**config.mk**
```make
export PLATFORM = sky130hd
export DESIGN_NAME = fetch_sequencer_flat
export DESIGN_NICKNAME = d
export VERILOG_FILES = /design/src/rtl/felis_pkg.sv /design/src/rtl/fetch_sequencer_if.sv /design/src/rtl/exec_watchdog.sv /design/src/rtl/fetch_sequencer.sv /design/src/flat_wrapper.sv
export SDC_FILE = /design/constraint.sdc
export NUM_CORES = 1
export LEC_CHECK = 0
export CAP_MARGIN = 20
export CORE_AREA = 2 2 109 111
export DETAILED_ROUTE_END_ITERATION = 8
export DIE_AREA = 0 0 111 113
export PLACE_DENSITY = 0.81
export SLEW_MARGIN = 20
export SYNTH_ARGS = -nofsm -noshare
export SYNTH_HDL_FRONTEND = slang
export SYNTH_HIERARCHICAL = 1
export SYNTH_SLANG_ARGS = --single-unit
```
**constraint.sdc**
```tcl
create_clock -name clk -period 5 [get_ports clk]
set_input_delay 1 -clock clk [delete_from_list [all_inputs] [get_ports clk]]
set_output_delay 1 -clock clk [all_outputs]
set_load 0.02 [all_outputs]
```
**src/rtl/felis_pkg.sv**
```systemverilog
// Shared types and constants for the fetch sequencer: state encoding,
// instruction-word geometry and the default halt opcode.
package felis_pkg;

  localparam int INST_W     = 32;
  localparam int OPCODE_MSB = 31;
  localparam int OPCODE_LSB = 26;
  localparam logic [OPCODE_MSB-OPCODE_LSB:0] HALT_OPCODE_DEFAULT = 6'h3F;

  typedef enum logic [2:0] {
    ST_IDLE   = 3'd0,
    ST_FETCH  = 3'd1,
    ST_DECODE = 3'd2,
    ST_EXEC   = 3'd3,
    ST_HALT   = 3'd4,
    ST_ERROR  = 3'd5
  } seq_state_t;

  function automatic logic [OPCODE_MSB-OPCODE_LSB:0] opcode_of(input logic [INST_W-1:0] word);
    return word[OPCODE_MSB:OPCODE_LSB];
  endfunction

endpackage

```
**src/rtl/fetch_sequencer_if.sv**
```systemverilog
// Instruction-memory fetch bus plus the executor control handshake, seen
// from the sequencer (master) and from the memory/executor side (slave).
interface fetch_sequencer_if;
  import felis_pkg::*;

  // Fetch: addr/valid stay stable until ready; ready may coincide with the
  // first valid cycle and completes the request with data on the same cycle.
  logic [INST_W-1:0] inst_mem_addr;
  logic              inst_mem_valid;
  logic [INST_W-1:0] inst_mem_data;
  logic              inst_mem_ready;
  logic              exec_reset;
  logic              exec_completed;
  logic [INST_W-1:0] exec_pc_out;

  modport master (
    output inst_mem_addr, inst_mem_valid, exec_reset,
    input  inst_mem_data, inst_mem_ready, exec_completed, exec_pc_out
  );

  modport slave (
    input  inst_mem_addr, inst_mem_valid, exec_reset,
    output inst_mem_data, inst_mem_ready, exec_completed, exec_pc_out
  );
endinterface

```
**src/rtl/exec_watchdog.sv**
```systemverilog
// Counts EXEC cycles and flags the last allowed one; TIMEOUT=0 never expires.
module exec_watchdog #(
  parameter int unsigned TIMEOUT = 1024
) (
  input  logic clk,
  input  logic rst_n,
  input  logic clear_i,
  input  logic enable_i,
  output logic expired_o
);

  localparam int CW = (TIMEOUT < 2) ? 1 : $clog2(TIMEOUT);
  localparam logic [CW-1:0] LAST = CW'((TIMEOUT == 0) ? 0 : TIMEOUT - 1);

  logic [CW-1:0] count_q;

  always_ff @(posedge clk or negedge rst_n) begin
    if (!rst_n) begin
      count_q <= '0;
    end else if (clear_i) begin
      count_q <= '0;
    end else if (enable_i && count_q != LAST) begin
      count_q <= count_q + 1'b1;
    end
  end

  // count_q holds (cycle index - 1), so LAST marks the TIMEOUT-th EXEC cycle.
  assign expired_o = (TIMEOUT != 0) && enable_i && (count_q == LAST);

endmodule

```
**src/rtl/fetch_sequencer.sv**
```systemverilog
// Single-issue control stage: fetch, one decode cycle, then release the
// executor and wait for its completion before fetching the next PC.
module fetch_sequencer
  import felis_pkg::*;
#(
  parameter logic [INST_W-1:0]              RESET_PC    = 32'h0000_0000,
  parameter logic [OPCODE_MSB-OPCODE_LSB:0] HALT_OPCODE = HALT_OPCODE_DEFAULT,
  parameter int unsigned                    TIMEOUT     = 1024
) (
  input  logic               clk,
  input  logic               reset,
  input  logic               start,
  fetch_sequencer_if.master  bus,
  output logic [INST_W-1:0]  pc,
  output logic [INST_W-1:0]  inst,
  output logic               inst_valid,
  output logic               wb_en,
  output logic [INST_W-1:0]  retired,
  output logic               halted,
  output logic               error,
  output seq_state_t         dbg_state
);

  seq_state_t        state_q, state_d;
  logic [INST_W-1:0] pc_q, pc_d;
  logic [INST_W-1:0] inst_q, inst_d;
  logic [INST_W-1:0] retired_q, retired_d;
  logic              in_exec;
  logic              wd_expired;

  assign in_exec = (state_q == ST_EXEC);

  exec_watchdog #(.TIMEOUT(TIMEOUT)) u_watchdog (
    .clk       (clk),
    .rst_n     (reset),
    .clear_i   (!in_exec),
    .enable_i  (in_exec),
    .expired_o (wd_expired)
  );

  always_ff @(posedge clk or negedge reset) begin
    if (!reset) begin
      state_q   <= ST_IDLE;
      pc_q      <= RESET_PC;
      inst_q    <= '0;
      retired_q <= '0;
    end else begin
      state_q   <= state_d;
      pc_q      <= pc_d;
      inst_q    <= inst_d;
      retired_q <= retired_d;
    end
  end

  always_comb begin
    state_d            = state_q;
    pc_d               = pc_q;
    inst_d             = inst_q;
    retired_d          = retired_q;
    bus.inst_mem_addr  = pc_q;
    bus.inst_mem_valid = 1'b0;
    bus.exec_reset     = 1'b1;
    inst_valid         = 1'b0;
    wb_en              = 1'b0;
    halted             = 1'b0;
    error              = 1'b0;

    case (state_q)
      ST_IDLE, ST_HALT, ST_ERROR: begin
        halted = (state_q == ST_HALT);
        error  = (state_q == ST_ERROR);
        if (start) begin
          pc_d      = RESET_PC;
          retired_d = '0;
          state_d   = ST_FETCH;
        end
      end
      ST_FETCH: begin
        // A misaligned PC never reaches the memory bus.
        if (pc_q[1:0] != 2'b00) begin
          state_d = ST_ERROR;
        end else begin
          bus.inst_mem_valid = 1'b1;
          if (bus.inst_mem_ready) begin
            inst_d  = bus.inst_mem_data;
            state_d = (opcode_of(bus.inst_mem_data) == HALT_OPCODE) ? ST_HALT : ST_DECODE;
          end
        end
      end
      ST_DECODE: begin
        inst_valid = 1'b1;
        state_d    = ST_EXEC;
      end
      ST_EXEC: begin
        inst_valid     = 1'b1;
        bus.exec_reset = 1'b0;
        // Completion on the watchdog's final cycle still retires the instruction.
        if (bus.exec_completed) begin
          pc_d      = bus.exec_pc_out;
          wb_en     = 1'b1;
          retired_d = retired_q + 1'b1;
          state_d   = ST_FETCH;
        end else if (wd_expired) begin
          state_d = ST_ERROR;
        end
      end
      default: state_d = ST_IDLE;
    endcase
  end

  assign pc        = pc_q;
  assign inst      = inst_q;
  assign retired   = retired_q;
  assign dbg_state = state_q;

endmodule

```
**src/flat_wrapper.sv**
```systemverilog
// flat-port wrapper written by rule: the top's interface ports become plain ports
module fetch_sequencer_flat import felis_pkg::*;
#(
  parameter logic [INST_W-1:0]              RESET_PC    = 32'h0000_0000,
  parameter logic [OPCODE_MSB-OPCODE_LSB:0] HALT_OPCODE = HALT_OPCODE_DEFAULT,
  parameter int unsigned                    TIMEOUT     = 1024
)
  (clk, reset, start, pc, inst, inst_valid, wb_en, retired, halted, error, dbg_state, bus_inst_mem_addr, bus_inst_mem_valid, bus_exec_reset, bus_inst_mem_data, bus_inst_mem_ready, bus_exec_completed, bus_exec_pc_out);
  fetch_sequencer_if bus_i ();
  input  logic clk;
  input  logic reset;
  input  logic start;
  output logic [INST_W-1:0] pc;
  output logic [INST_W-1:0] inst;
  output logic inst_valid;
  output logic wb_en;
  output logic [INST_W-1:0] retired;
  output logic halted;
  output logic error;
  output seq_state_t dbg_state;
  output wire logic [$bits(bus_i.inst_mem_addr)-1:0] bus_inst_mem_addr;
  output wire logic [$bits(bus_i.inst_mem_valid)-1:0] bus_inst_mem_valid;
  output wire logic [$bits(bus_i.exec_reset)-1:0] bus_exec_reset;
  input wire logic [$bits(bus_i.inst_mem_data)-1:0] bus_inst_mem_data;
  input wire logic [$bits(bus_i.inst_mem_ready)-1:0] bus_inst_mem_ready;
  input wire logic [$bits(bus_i.exec_completed)-1:0] bus_exec_completed;
  input wire logic [$bits(bus_i.exec_pc_out)-1:0] bus_exec_pc_out;
  assign bus_inst_mem_addr = bus_i.inst_mem_addr;
  assign bus_inst_mem_valid = bus_i.inst_mem_valid;
  assign bus_exec_reset = bus_i.exec_reset;
  assign bus_i.inst_mem_data = bus_inst_mem_data;
  assign bus_i.inst_mem_ready = bus_inst_mem_ready;
  assign bus_i.exec_completed = bus_exec_completed;
  assign bus_i.exec_pc_out = bus_exec_pc_out;
  fetch_sequencer #(.RESET_PC(RESET_PC), .HALT_OPCODE(HALT_OPCODE), .TIMEOUT(TIMEOUT)) u_core (.clk(clk), .reset(reset), .start(start), .bus(bus_i), .pc(pc), .inst(inst), .inst_valid(inst_valid), .wb_en(wb_en), .retired(retired), .halted(halted), .error(error), .dbg_state(dbg_state));
endmodule
```
==> results of run 1 <==
[registers in the layout, indices dropped and copies added (netlist names)]
register                   cells
u_core/bus.inst_mem_addr      32
u_core/inst                   32
u_core/retired                32
u_core/u_watchdog/count_q     10
u_core/dbg_state               3
[cells in the mapped netlist, types with 2 or more instances]
cell | instances | share of area, %
a211oi_1 | 5 | 0.70
a21oi_1 | 15 | 1.4
a22o_1 | 2 | 0.33
a22oi_1 | 2 | 0.28
a31oi_1 | 2 | 0.23
and3_1 | 7 | 0.82
and4_1 | 3 | 0.49
buf_2 | 6 | 0.56
buf_4 | 33 | 4.6
buf_6 | 4 | 0.85
clkbuf_1 | 10 | 0.70
dfrtp_1 | 109 | 51
ha_1 | 2 | 0.47
inv_1 | 4 | 0.28
inv_2 | 3 | 0.21
mux2_1 | 2 | 0.42
mux2_2 | 5 | 1.1
mux2_4 | 31 | 8.7
nand2_1 | 83 | 5.8
nand2b_1 | 4 | 0.47
nand3_1 | 46 | 4.3
nand4_1 | 14 | 1.6
nand4_2 | 2 | 0.47
nand4b_2 | 2 | 0.56
nor2_1 | 31 | 2.2
nor2b_1 | 7 | 0.82
nor3_1 | 8 | 0.75
nor3b_1 | 2 | 0.28
nor4_1 | 2 | 0.23
o21ai_0 | 12 | 1.1
o31ai_1 | 3 | 0.42
or3_1 | 11 | 1.3
or4_1 | 3 | 0.42
xnor2_1 | 3 | 0.49
xor2_1 | 15 | 2.5
[worst register-to-register path, stage by stage, from the launching register on]
cell	delay, ns
dfrtp_1	0.49
nand2b_1	0.25
o21ai_4	0.76
nand4_1	0.68
or4_1	0.69
a21oi_1	0.15
[cell type report]
cell class,count,share of cell area (%)
multi-input combinational,339,29.6
timing repair buffer,208,27.3
sequential,109,36.0
clock buffer,10,3.15
clock inverter,6,1.25
inverter,7,0.347
tap,143,2.36
[per-layer routing]
layer	wire length, um	vias up	global-route usage [%]
met5	0	-	0
met1	5910	2189	29.3
met2	7510	185	41.1
met4	315	0	7.50
met3	938	21	5.62
li1	-	2072	-
[power breakdown]
| group | internal, uW | switching (uW) |
|---|---|---|
| clock network | 457 | 329 |
| logic | 1100 | 1140 |
| registers | 1160 | 222 |
| total | 2710 | 1690 |
[stage by stage]
step	cells	area (sq um)	hold slack, ns	power, uW
finish	822	7580	0.500	4400
CTS	822	7580	0.498	4440
global placement	806	7240	0.471	3590
global route	822	7580	0.527	4630
floorplan	508	5330	0.586	2730
detailed placement	806	7240	0.482	3640
[kinds of logic after synthesis]
kind of cell / Yosys count / synth area share [%]
AOI/OAI and AO/OA: 48 / 5.64
xor gates and xnor gates: 18 / 2.96
adders and majority gates: 2 / 0.470
buffers and inverters: 60 / 7.26
DFF: 109 / 51.2
muxes: 38 / 10.2
and+or+nand+nor: 233 / 22.3
[worst max-delay path by stage]
stage                             from                  to  slack [ns]  depth (start not counted)
finish                           start  u_core/retired[28]        1.30                          6
global route                     start  u_core/retired[26]        1.10                          6
CTS                              start  u_core/retired[28]        1.29                          6
detailed placement               start  u_core/retired[28]        0.92                          6
global placement                 start  u_core/retired[30]        1.00                          6
floorplan           bus_exec_completed               wb_en        2.62                          2
==> summary.md, run 1 <==
| Metric | Value |
|---|---|
| Largest net degree at the start of global routing | 64 |
| Hold buffers post-CTS | 0 |
| Via density | 5.43 |
| Drt pass-1 iters | 6 |
| Max Cap Viol | 0 |
| Syn Area/Cell | 10.5 sq um |
| CP Cell Sequence | clkdlybuf4s50_1 -> nand2b_1 -> o21ai_4 -> nand4_1 -> or4_1 -> a21oi_1 |
| Vias in the first global route | about 4500 |
| Critical-path maximum fanout | 38 |
| Critical Path AT | ~4.0 ns |
| Final hold viol count | 0 |
| ANT cells | 0 |
| Routability congestion estimate | between 0.8 and 0.9 |
| Final Cycle Share | about three quarters |
| Fin crit period | 3.70 ns |
| Initial antenna violation count | 0 |
| Cells after synthesis | between 500 and 600 |
| Unrepaired setup endpoints after global routing | no |
| Skew final | around 0.0088 ns |
| Starting Density | a little under half |
| HP Start | u_core/bus.inst_mem_addr[28] |
| Number of primary I/O pins | between 200 and 250 |
| Clk pin slew, worst setup/hold paths | ~0.070 ns |
| Status | completed |
| Post-synth EDFFs | 0 |
| Most frequent cells in the layout | 204 x clkdlybuf4s50_1, 109 x dfrtp_1, 83 x nand2_1 |
| Final nets | approximately 750 |
| Setup Fix Bufs, Post-CTS | 0 |
| Register area share after synthesis | about half |
| Net Count, Synth | approximately 580 |
| Critical path type | in2reg |
| # fillers | 828 |
| Final setup fails | 0 |
| Routed wire length per instance | around 18 um |
| Via count | around 4500 |
| Buffers on Ports | between 200 and 250 |
| Die W | around 110 um |
| Iter 0 DRT Violations | 320 |
| Layout cells sized above 1 | approximately 11% |
| Ys Warns | 6 |
| Routed wire length | roughly 15000 um |
| Total track usage | between 20% and 30% |
| Global-route wire length before repair | 23800 um |
| Synth Cell Area | 5330 sq um |
| Register area | 2730 sq um |
| Core Util, Final | around two thirds |
| Hold depth | 2 |
| Max IR drop VDD | 0.401 mV |
| CP max stage cell | o21ai_4 |
| Synth async-reset ratio | 100% |
| DRC | 0 |
| CTS tree | yes |
| Clk sinks | 109 |
| Core Area | 11300 sq um |
| Netlist cell types | 50 |
| GR Overflow Total | 0 |
| FF-to-FF setup slack | 1.90 ns |
| Clock Tree Root | clkbuf_16 |
| Pre-CTS setup slack | between 0.9 and 1 ns |
| Die ar. | between 10000 and 15000 sq um |
| Crit path buf inv count | 1 |
| PwrDens | approximately 580 nW/um^2 |
| Critical Path Max Stage Delay | roughly 0.76 ns |
| Multi-input gate area | 2240 sq um |
| Relative slew slack | 28.6% |
| PnR worst setup slack | between 1 and 1.5 ns |
| Antenna Violating Nets Remaining | 0 |
| Main flop type after synthesis | dfrtp_1 |
| R2r startpoint | u_core/dbg_state[1] |
| CTS Buf Count | 9 |
| Setup TNS | 0 ns |
| Row count | 39 |
| CP endpoint kind | flop |
| Static Leak | approximately 0.0034 uW |
| Setup crit start kind | input port |
| Max Fclk | ~270 MHz |
| Slew @ Worst Pin | approximately 1.1 ns |
| PostCTS Resize Cnt | 0 |
| FF-to-FF path depth | 5 |
| R2R Path End | u_core/retired[28] |
| Hold endpoint | u_core/bus.inst_mem_addr[28] |
| Crit-path leading delay family | simple AND/OR/NAND/NOR gates |
| Clock latency on the worst-skew pair | about 0.34 ns |
| Die Height | about 110 um |
| #FFs+latches synth | around 110 |
| Post-DP HPWL | 10600 um |
| Syn-to-layout area delta | 42.2% |
| Worst-case clock buffer depth | 2 |
| H-tree levels | 3 |
| CP Data Required Time | roughly 5.3 ns |
| Commonest non-fill, non-tap cell in the layout | clkdlybuf4s50_1 |
| Max Slew Vio Count | 0 |
| Hold Crit Class | reg2reg |
No activity file was read; power rests on OpenSTA's default activity.
==> run 2: changes to the inputs <==
--- a/config.mk
+++ b/config.mk
@@ -6,10 +6,10 @@
 export NUM_CORES = 1
 export LEC_CHECK = 0
 export CAP_MARGIN = 20
-export CORE_AREA = 2 2 109 111
+export CORE_AREA = 2 2 114 116
 export DETAILED_ROUTE_END_ITERATION = 8
-export DIE_AREA = 0 0 111 113
-export PLACE_DENSITY = 0.81
+export DIE_AREA = 0 0 116 118
+export PLACE_DENSITY = 0.75
 export SLEW_MARGIN = 20
 export SYNTH_ARGS = -nofsm -noshare
 export SYNTH_HDL_FRONTEND = slang
==> constraint.sdc (replaced) <==
create_clock -name clk -period 3.48 [get_ports clk]
set_input_delay 0.696 -clock clk [delete_from_list [all_inputs] [get_ports clk]]
set_output_delay 0.696 -clock clk [all_outputs]
set_load 0.02 [all_outputs]
==> summary.md, run 2 (synthesis gave the netlist of run 1 again) <==
| Metric | Value |
|---|---|
| Hold WS | 0.397 ns (was 0.500 ns) |
| Setup Fix Bufs, Post-CTS | 0 (unchanged) |
| Layout Cells excl Fill | 854 (was 822) |
| Unrepaired setup endpoints after global routing | no (unchanged) |
| CP Cell Sequence | nand2b_1 -> or4_4 -> inv_2 -> clkdlybuf4s50_1 (was clkdlybuf4s50_1 -> nand2b_1 -> o21ai_4 -> nand4_1 -> or4_1 -> a21oi_1) |
| # fillers | 1041 (was 828) |
| Relative slew slack | 28.2% (was 28.6%) |
| Via count | 4500 (was 4467) |
| CTS Buf Count | 9 (unchanged) |
| Buffers on Ports | 205 (unchanged) |
| Crit-path leading delay family | simple AND/OR/NAND/NOR gates (unchanged) |
| Core Area | 12400 sq um (was 11300 sq um) |
| Instance count on the critical path | 4 (was 6) |
| Final nets | 748 (was 745) |
| Worst-case clock buffer depth | 2 (unchanged) |
| Max Cap Viol | 0 (unchanged) |
| Routability congestion estimate | 0.830 (was 0.833) |
| Via density | 5.27 (was 5.43) |
| H-tree levels | 3 (unchanged) |
| Hold Crit Class | in2async (was reg2reg) |
| DRC | 0 (unchanged) |
| Die ar. | 13700 sq um (was 12500 sq um) |
| Met1 usage | 25.9% (was 29.3%) |
| Routed wire length per instance | 17.3 um (was 17.9 um) |
| CP endpoint kind | primary output (was flop) |
| DP Area | 7320 sq um (was 7240 sq um) |
| Post-route cell area | 7600 sq um (was 7580 sq um) |
| Critical path type | reg2out (was in2reg) |
| Final setup fails | 0 (unchanged) |
| Clock Tree Root | clkbuf_16 (unchanged) |
| Multi-input gate area | 2240 sq um (unchanged) |
| Met2 Usage GRT | 36.9% (was 41.1%) |
| Slew @ Worst Pin | 1.07 ns (about the same) |
| Total track usage | 21.4% (was 23.6%) |
| Status | completed (unchanged) |
| Setup TNS | 0 ns (unchanged) |
| Die W | 116 um (was 111 um) |
| Critical-path maximum fanout | 10 (was 38) |
| Clk sinks | 109 (unchanged) |
| Drt pass-1 iters | 4 (was 6) |
| Clk pin slew, worst setup/hold paths | 0.07 ns (about the same) |
| Antenna Violating Nets Remaining | 0 (unchanged) |
| Max Fclk | roughly 330 MHz |
| Max IR drop VDD | 0.344 mV (was 0.401 mV) |
| Global-route wire length before repair | 23100 um (was 23800 um) |
| Setup crit start kind | flop (was input port) |
| Most frequent cells in the layout | 204 x clkdlybuf4s50_1, 109 x dfrtp_1, 83 x nand2_1 (unchanged) |
| Final Cycle Share | 85.8% |
| Layout cells sized above 1 | 11.1% (was 10.8%) |
| Crit path buf inv count | 2 (was 1) |
| Die Height | 118 um (was 113 um) |
| Register area | 2730 sq um (unchanged) |
| CP max stage cell | clkdlybuf4s50_1 (was o21ai_4) |
| Final hold viol count | 0 (unchanged) |
| CTS tree | yes (unchanged) |
| Iter 0 DRT Violations | 301 (was 320) |
| Met3 Use GR | 4.22% (was 5.62%) |
| Hold buffers post-CTS | 0 (unchanged) |
| ANT cells | 0 (unchanged) |
| FF-to-FF path depth | 5 (unchanged) |
| Critical Path AT | 2.29 ns (was 3.98 ns) |
| Static Leak | 0.00337 uW (about the same) |
| Clock latency on the worst-skew pair | 0.34 ns (about the same) |
| Initial antenna violation count | 0 (unchanged) |
| PostCTS Resize Cnt | 0 (unchanged) |
| Fin crit period | 2.99 ns |
| Commonest non-fill, non-tap cell in the layout | clkdlybuf4s50_1 (unchanged) |
| Dpl cells | 838 (was 806) |
| Largest net degree at the start of global routing | 54 (was 64) |
| GR peak layer | met2 (unchanged) |
| Post-DP HPWL | 10900 um (was 10600 um) |
| Vias in the first global route | 4429 (was 4492) |
| Critical Path Max Stage Delay | 0.62 ns (was 0.76 ns) |
| Skew final | 0.00878 ns (about the same) |
| Starting Density | 42.9% (was 47.3%) |
| Syn-to-layout area delta | 42.7% (was 42.2%) |
| PwrDens | 817 nW/um^2 (was 581 nW/um^2) |
| Row count | 41 (was 39) |
| GR Overflow Total | 0 (unchanged) |
| CP Data Required Time | 2.78 ns (was 5.27 ns) |
| Max Slew Vio Count | 0 (unchanged) |
| Routed wire length | 14800 um (was 14700 um) |
| Number of primary I/O pins | 206 (unchanged) |
run 2: worst paths after layout:
path / start / to / slack (ns)
max in group asynchronous: reset / u_core/retired[5] / 2.38
min in group clk: u_core/bus.inst_mem_addr[15] / u_core/bus.inst_mem_addr[15] / 0.50
worst max-delay path: u_core/dbg_state[2] / bus_inst_mem_valid / 0.49
worst min register to register: u_core/bus.inst_mem_addr[15] / u_core/bus.inst_mem_addr[15] / 0.50
worst min-delay path: reset / u_core/retired[20] / 0.40
worst max register to register: u_core/dbg_state[2] / u_core/inst[23] / 0.86
run 2: layout make-up:
class / count / share of cell area [%]
clock inverter: 6 / 0.642
timing repair buffer: 211 / 27.7
tap: 172 / 2.83
inverter: 7 / 0.346
sequential: 109 / 35.9
multi-input combinational: 339 / 29.5
clock buffer: 10 / 3.14
run 2: layer usage:
| metal | part of all wire (%) | vias to the layer above |
|---|---|---|
| li1 | - | 2078 |
| met3 | 7.2 | 26 |
| met2 | 51 | 178 |
| met4 | 2.2 | 0 |
| met5 | 0 | - |
| met1 | 40 | 2218 |
run 2: report_power, final:
part	internal, uW	switching (uW)	total [uW]	leakage, uW
Combinational	1590	1650	3240	0.00179
Clock	511	472	983	0.000143
Sequential	1660	332	1990	0.00144
Total	3760	2450	6210	0.00337
run 2: stage by stage:
| step | worst slack [ns] | total power, uW | utilization, % |
|---|---|---|---|
| after floorplan | 1.13 | 3930 | - |
| after global placement | 0.553 | 5180 | 58.9 |
| after detailed placement | 0.522 | 5260 | 58.9 |
| after CTS | 0.475 | 6270 | 61.2 |
| after global routing | 0.416 | 6520 | 61.2 |
| final | 0.495 | 6210 | 61.2 |
==> run 3: changes to the inputs <==
--- a/config.mk
+++ b/config.mk
@@ -6,9 +6,9 @@
 export NUM_CORES = 1
 export LEC_CHECK = 0
 export CAP_MARGIN = 20
-export CORE_AREA = 2 2 114 116
+export CORE_AREA = 4 4 116 118
 export DETAILED_ROUTE_END_ITERATION = 8
-export DIE_AREA = 0 0 116 118
+export DIE_AREA = 0 0 120 122
 export PLACE_DENSITY = 0.75
 export SLEW_MARGIN = 20
 export SYNTH_ARGS = -nofsm -noshare
==> summary.md, run 3 (synthesis gave the netlist of run 1 again) <==
| Metric | Value |
|---|---|
| Clk pin slew, worst setup/hold paths | 0.07 ns (about the same) |
| Routed wire length per instance | 17.4 um (was 17.3 um) |
| Max Slew Vio Count | 0 (unchanged) |
| Via count | 4420 (was 4500) |
| Hold buffers post-CTS | 0 (unchanged) |
| Max Cap Viol | 0 (unchanged) |
| Met3 Use GR | 4.55% (was 4.22%) |
| Number of primary I/O pins | 206 (unchanged) |
| Setup crit start kind | flop (unchanged) |
| Buffers on Ports | 205 (unchanged) |
| Met2 Usage GRT | 36.1% (was 36.9%) |
| Met1 usage | 24.8% (was 25.9%) |
| Post-DP HPWL | 11100 um (was 10900 um) |
| Status | completed (unchanged) |
| Layout cells sized above 1 | 11.0% (was 11.1%) |
| GR peak layer | met2 (unchanged) |
| Critical path type | reg2out (unchanged) |
| Clock latency on the worst-skew pair | 0.35 ns (was 0.34 ns) |
| Slew @ Worst Pin | 1.05 ns (was 1.07 ns) |
| CTS Buf Count | 9 (unchanged) |
| Final nets | 748 (unchanged) |
| GR Overflow Total | 0 (unchanged) |
| PostCTS Resize Cnt | 0 (unchanged) |
| ANT cells | 0 (unchanged) |
| Hold Crit Class | in2async (unchanged) |
| CTS tree | yes (unchanged) |
| Core Area | 12500 sq um (was 12400 sq um) |
| Drt pass-1 iters | 4 (unchanged) |
| DP Area | 7320 sq um (unchanged) |
| Final setup fails | 0 (unchanged) |
| Die Height | 122 um (was 118 um) |
| Post-route cell area | 7610 sq um (was 7600 sq um) |
| Largest net degree at the start of global routing | 59 (was 54) |
| Row count | 41 (unchanged) |
| # fillers | 1058 (was 1041) |
| Clock Tree Root | clkbuf_16 (unchanged) |
| Antenna Violating Nets Remaining | 0 (unchanged) |
| FF-to-FF path depth | 5 (unchanged) |
| Commonest non-fill, non-tap cell in the layout | clkdlybuf4s50_1 (unchanged) |
| PwrDens | 821 nW/um^2 (was 817 nW/um^2) |
| Routed wire length | 14900 um (was 14800 um) |
| Relative slew slack | 29.5% (was 28.2%) |
| Via density | 5.18 (was 5.27) |
| Fin crit period | 3.11 ns (was 2.99 ns) |
| DRC | 0 (unchanged) |
| Starting Density | 42.7% (was 42.9%) |
| Vias in the first global route | 4481 (was 4429) |
| Max IR drop VDD | 0.273 mV (was 0.344 mV) |
| Die W | 120 um (was 116 um) |
| Setup Fix Bufs, Post-CTS | 0 (unchanged) |
| Initial antenna violation count | 0 (unchanged) |
| Final hold viol count | 0 (unchanged) |
| Unrepaired setup endpoints after global routing | no (unchanged) |
| Syn-to-layout area delta | 42.9% (was 42.7%) |
| CP endpoint kind | primary output (unchanged) |
| Final Cycle Share | 89.3% (was 85.8%) |
| Static Leak | 0.00337 uW (about the same) |
| CP Data Required Time | 2.78 ns (about the same) |
| Iter 0 DRT Violations | 347 (was 301) |
| Skew final | 0.00404 ns (was 0.00878 ns) |
| Clk sinks | 109 (unchanged) |
| Max Fclk | 322 MHz (was 335 MHz) |
| Setup TNS | 0 ns (unchanged) |
| Critical Path AT | 2.41 ns (was 2.29 ns) |
| Total track usage | 20.5% (was 21.4%) |
| Global-route wire length before repair | 23700 um (was 23100 um) |
| Worst-case clock buffer depth | 2 (unchanged) |
| Most frequent cells in the layout | 204 x clkdlybuf4s50_1, 109 x dfrtp_1, 83 x nand2_1 (unchanged) |
| Routability congestion estimate | 0.775 (was 0.830) |
| H-tree levels | 3 (unchanged) |
| Die ar. | 14600 sq um (was 13700 sq um) |
| Critical-path maximum fanout | 17 (was 10) |
-- run 3: changes by cell type in the layout (fill, tap and decap cells not counted), sizes merged --
| cell | change |
|---|---|
| clkbuf | +4 |
| clkinvlp | +2 |
| clkinv | -6 |
-- run 3: final cells by class --
class,count,area (sq um),area share (%)
Clock inverter,2,15.0,0.197
Sequential cell,109,2730,35.8
Multi-Input combinational cell,339,2240,29.4
Inverter,7,26.3,0.345
Timing Repair Buffer,211,2110,27.7
Tap cell,172,215,2.83
Clock buffer,14,284,3.73
-- run 3: stage by stage --
step | power [uW] | hold slack [ns] | instances | setup slack (ns) | utilization (%)
floorplan | 3930 | 0.400 | 508 | 1.13 | -
global placement | 5210 | 0.473 | 838 | 0.544 | 58.7
detailed placement | 5280 | 0.482 | 838 | 0.466 | 58.7
CTS | 6320 | 0.405 | 854 | 0.348 | 61.1
global route | 6580 | 0.441 | 854 | 0.214 | 61.1
finish | 6250 | 0.380 | 854 | 0.371 | 61.1
-- run 3: worst paths after layout --
check	start	endpoint	slack [ns]
min in group clk	u_core/bus.inst_mem_addr[19]	u_core/bus.inst_mem_addr[19]	0.50
max	u_core/dbg_state[1]	bus_exec_reset	0.37
max reg2reg	u_core/dbg_state[2]	u_core/inst[23]	0.90
max in group asynchronous	reset	u_core/retired[25]	2.32
min	reset	u_core/inst[1]	0.38
min reg2reg	u_core/bus.inst_mem_addr[19]	u_core/bus.inst_mem_addr[19]	0.50
-- run 3: layer usage --
layer | vias to the layer above | part of all wire (%)
met2 | 146 | 51
met1 | 2181 | 40
met5 | - | 0
li1 | 2073 | -
met3 | 20 | 6.4
met4 | 0 | 1.7
-- run 3: worst max-delay path, stage by stage, from the launching register on --
cell and delay, ns:
dfrtp_1 0.54, inv_1 0.22, nor2_2 0.45, inv_2 0.25, clkdlybuf4s50_1 0.60
-- run 3: power breakdown --
part / total, uW / internal [uW] / switching, uW
sequential: 1980 / 1660 / 319
combinational: 3250 / 1600 / 1650
clock: 1020 / 565 / 457
total: 6250 / 3820 / 2430
